==> src/rtl/decoder_scan.sv <==
`default_nettype none
// ============================================================================
// Module   : decoder_scan
// Purpose  : Registered IN_W-to-2^IN_W one-hot decoder with direct-decode
//            and auto-scan (programmable dwell) modes.
// Revision : 1.0
// ============================================================================
module decoder_scan #(
    parameter int IN_W    = 2,
    parameter int DWELL_W = 8
) (
    input  logic                 clk,
    input  logic                 rst,
    input  logic                 en,
    input  logic                 mode,
    input  logic [IN_W-1:0]      in,
    input  logic                 in_valid,
    input  logic [DWELL_W-1:0]   dwell,
    output logic [2**IN_W-1:0]   out,
    output logic [IN_W-1:0]      idx,
    output logic                 out_valid,
    output logic                 wrap
);
    localparam int OUT_W = 2**IN_W;
    localparam logic [IN_W-1:0] c_last_idx = '1;

    typedef enum logic [1:0] {
        ST_IDLE   = 2'd0,
        ST_DIRECT = 2'd1,
        ST_SCAN   = 2'd2
    } state_t;

    state_t             r_state;
    logic [DWELL_W-1:0] r_cnt;
    logic [IN_W-1:0]    r_idx;
    logic [OUT_W-1:0]   r_out;
    logic               r_out_valid;
    logic               r_wrap;

    state_t             w_state_nxt;
    logic [DWELL_W-1:0] w_cnt_nxt;
    logic [IN_W-1:0]    w_idx_nxt;
    logic               w_valid_nxt;
    logic               w_wrap_nxt;
    logic [OUT_W-1:0]   w_out_nxt;

    always_ff @(posedge clk) begin
        if (rst) begin
            r_state     <= ST_IDLE;
            r_cnt       <= '0;
            r_idx       <= '0;
            r_out       <= '0;
            r_out_valid <= 1'b0;
            r_wrap      <= 1'b0;
        end else begin
            r_state     <= w_state_nxt;
            r_cnt       <= w_cnt_nxt;
            r_idx       <= w_idx_nxt;
            r_out       <= w_out_nxt;
            r_out_valid <= w_valid_nxt;
            r_wrap      <= w_wrap_nxt;
        end
    end

    always_comb begin
        w_state_nxt = ST_IDLE;
        w_cnt_nxt   = '0;
        w_idx_nxt   = '0;
        w_valid_nxt = 1'b0;
        w_wrap_nxt  = 1'b0;

        if (!en) begin
            w_state_nxt = ST_IDLE;
        end else if (!mode) begin
            w_state_nxt = ST_DIRECT;
            if (in_valid) begin
                w_idx_nxt   = in;
                w_valid_nxt = 1'b1;
            end else if (r_state == ST_DIRECT) begin
                w_idx_nxt   = r_idx;
                w_valid_nxt = r_out_valid;
            end
        end else begin
            w_state_nxt = ST_SCAN;
            w_valid_nxt = 1'b1;
            // Any entry into scan, from whichever state, restarts at line 0.
            if (r_state != ST_SCAN) begin
                w_idx_nxt = '0;
                w_cnt_nxt = '0;
            end else if (r_cnt >= dwell) begin
                w_cnt_nxt  = '0;
                w_idx_nxt  = r_idx + IN_W'(1);
                w_wrap_nxt = (r_idx == c_last_idx);
            end else begin
                w_cnt_nxt = r_cnt + DWELL_W'(1);
                w_idx_nxt = r_idx;
            end
        end

        w_out_nxt = w_valid_nxt ? (OUT_W'(1) << w_idx_nxt) : '0;
    end

    assign out       = r_out;
    assign idx       = r_idx;
    assign out_valid = r_out_valid;
    assign wrap      = r_wrap;

endmodule
`default_nettype wire

==> config.mk <==
export PLATFORM = sky130hd
export DESIGN_NAME = decoder_scan
export DESIGN_NICKNAME = d
export VERILOG_FILES = /design/src/rtl/decoder_scan.sv
export SDC_FILE = /design/constraint.sdc
export NUM_CORES = 1
export LEC_CHECK = 0
export ABC_AREA = 1
export ABC_CLOCK_PERIOD_IN_PS = 2600
export CAP_MARGIN = 5
export CORE_ASPECT_RATIO = 0.8
export CORE_UTILIZATION = 52
export CTS_CLUSTER_DIAMETER = 200
export DETAILED_ROUTE_END_ITERATION = 7
export GPL_TIMING_DRIVEN = 0
export PLACE_DENSITY = 0.91
export SLEW_MARGIN = 10
export SYNTH_ARGS = -nofsm -noshare
export SYNTH_HDL_FRONTEND = slang
export SYNTH_SLANG_ARGS = --single-unit
==> constraint.sdc <==
create_clock -name clk -period 2.6 [get_ports clk]
set_input_delay 0.39 -clock clk [delete_from_list [all_inputs] [get_ports clk]]
set_output_delay 0.39 -clock clk [all_outputs]
set_load 0.1 [all_outputs]
==> flow_metrics.tcl <==
set metrics [dict create \
    outcome "complete, no violations" \
    finalHoldViolCount 0 \
    cp.arrival_ns 1.86 \
    endpoint_kind "output pin" \
    fin_crit_ns 2.25 \
    clock_skew_ns 0.00119 \
    holdCritPathClass "reg -> reg" \
    cts_resized 0 \
    syn2layout_area_growth_pct 28.8 \
    antenna_left 0 \
    drtPass1Iterations 4 \
    antenna_found_initial 0 \
    grt_remaining_overflow 0 \
    worst_ir_drop_vdd_mv 0.351 \
    drv_slew 0 \
    synth_cell_types 21 \
    numCtsBuffers 3 \
    vias_per_cell 4.89 \
    relSlewSlack_pct 34.6 \
    slowest_delay_ns 1.16 \
    grtUsageMet2_pct 44.0 \
    synth_top_area_share_pct 36.5 \
    critPathRequiredTime_ns 2.21 \
    seqCellArea_sq_um 360 \
    cts_tree "yes" \
    dieArea_sq_mm 0.00208 \
    vias 875 \
    min_path_cells 1 \
    worst_pin_slew_ns 0.978 \
    drv_cap 0 \
    setup_viol 0 \
    fill_cells 157 \
    crit_path_max_fanout 4 \
    async_flop_share_pct 0 \
    synth-main-ff-cell "dfxtp_1" \
    fin_setup_tns_ns 0 \
    yosys.area.top_type "dfxtp_1" \
    finalWirelength_um 2140 \
    die_h_um 40.9 \
    power_per_cell_area_mw_per_mm2 428 \
    drc 0 \
    reg2reg_depth 14 \
    nets 183 \
    cts_hold_buf 0 \
    netlist_area_sq_um 986 \
    synth_nets 156 \
    netlist_top_cells_area "dfxtp_1 37%, ha_1 13%, inv_1 9.1%, nor2_1 8.8%, nand2_1 8.4%" \
    postSynthCellCount 131 \
    synth_warnings 0 \
    finalCritPeriodShare_pct 86.5 \
    dieWidth_um 50.7 \
    dp_hpwl_um 1760 \
    clock-sinks 18 \
    worstSetupPathType "reg -> out" \
    top_usage_layer "met2" \
    cts.reportedPaths.clkPinSlew_ns 0.10 \
    cp-start-kind "flip-flop" \
    synth-seq-cells 18 \
    slowest_stage "clkdlybuf4s50_1" \
    grt_pass1_vias 816 \
    grt_use_met3_pct 5.93 \
    p_leak_nw 0.598 \
    ios 23 \
    synth_edf_count 0 \
    rsz0062_at_grt "false" \
    core-area_sq_mm 0.00171 \
    track_usage_pct 24.2 \
    yosys.cell_count.top_type "inv_1" \
    clock_latency_ns 0.30 \
    hold_start "r_cnt[0]$_SDFF_PP0_" \
    path_cells "clkdlybuf4s50_1" \
    r2r-start "r_cnt[0]$_SDFF_PP0_" \
    cts-htree-levels 1 \
    drive_above_1_share_pct 10.8 \
    antenna-diode-count 0 \
    initial_core_util_pct 57.7 \
    place.gp.congestion 0.749 \
    crit_buf_inv 1 \
    post_cts_buffers 0 \
    timing.rr.end "out[1]$_SDFF_PP0_" \
    r2r_slack_ns 0.88 \
    clockBufferDepth 2 \
    synthTopCellsByCount "24 x inv_1, 23 x nor2_1, 22 x nand2_1, 18 x dfxtp_1, 10 x ha_1" \
    min_to "r_cnt[0]$_SDFF_PP0_" \
    crit_family "buffers and inverters" \
    drtIter0Drc 7 \
    ys_seq_area_share_pct 36.5 \
    cts_root_buf "clkbuf_4" \
    grt_pass1_wl_um 3460 \
    grt_max_degree 11 \
    wl_per_cell_um 11.9 \
    portBuffers 22 \
    rows 13 \
    max_freq_mhz 444 \
    multi_input_area_sq_um 528 \
    p_total_uw 543 \
    syn_avg_cell_area_sq_um 7.53 \
    met1_usage_pct 26.9 \
]
## metrics by stage
stage / hold WS, ns / instances / worst slack [ns] / cell area, sq um / utilization, %
final: 0.484 / 179 / 0.350 / 1270 / 74.4
after global routing: 0.512 / 179 / 0.299 / 1270 / 74.4
after CTS: 0.487 / 179 / 0.345 / 1270 / 74.4
after detailed placement: 0.465 / 175 / 0.376 / 1230 / 72.2
after global placement: 0.441 / 175 / 0.485 / 1230 / 72.2
after floorplan: 0.430 / 131 / 0.757 / 986 / -
## worst reg2reg max path: cells and delay by family, from the launching register on
family,cells,cell delay (ns)
adders and majority gates,1,0.28
DFF,1,0.39
buffers and inverters,1,0.07
and+or+nand+nor,12,0.89
## cells in the final DEF (no fill, tap or decap), drive strengths merged
master	count
or2	2
clkdlybuf4s50	22
a211oi	1
ha	10
a21oi	5
xor2	2
nand3	9
inv	26
nor2	25
nand2	26
a21o	1
dfxtp	18
nand4	1
clkbuf	4
nor3b	3
nor3	2
## registers in the layout, indices dropped and copies added, names as in the netlist
register and count:
r_cnt 8, out 4, idx 2, r_state 2, out_valid 1, wrap 1
## cell families after synthesis
kind of cell	after synthesis	share of synthesized area (%)
and+or+nand+nor	68	35.0
buffers and inverters	26	9.90
DFF	18	36.5
adders and majority gates	10	12.7
AOI/OAI and AO/OA	7	4.06
xor gates and xnor gates	2	1.78
## worst max path at each step
stage | startpoint | end | cells past startpoint
floorplan | idx[0]$_SDFF_PP0_ | out[0]$_SDFF_PP0_ | 8
finish | idx[0]$_SDFF_PP0_ | idx[0] | 1
global placement | dwell[3] | out[1]$_SDFF_PP0_ | 15
CTS | idx[0]$_SDFF_PP0_ | idx[0] | 1
detailed placement | dwell[2] | out[1]$_SDFF_PP0_ | 15
global route | idx[0]$_SDFF_PP0_ | idx[0] | 1
## per-layer routing
metal	vias up	wire length (um)
li1	454	-
met1	385	893
met2	28	1090
met3	8	102
met4	0	58
met5	-	0
## report_power, final
part           switching (mW)  internal [mW]
registers             0.00246          0.280
logic                  0.0546         0.0355
clock network          0.0848         0.0855
total                   0.142          0.401
## cell type report
cell class                 count  share of cell area [%]
timing repair buffer          22                    17.3
multi-input combinational     87                    41.6
tap                           22                    2.17
sequential                    18                    28.4
clock buffer                   4                    2.86
inverter                      26                    7.68
(Power assumes the default switching activity.)
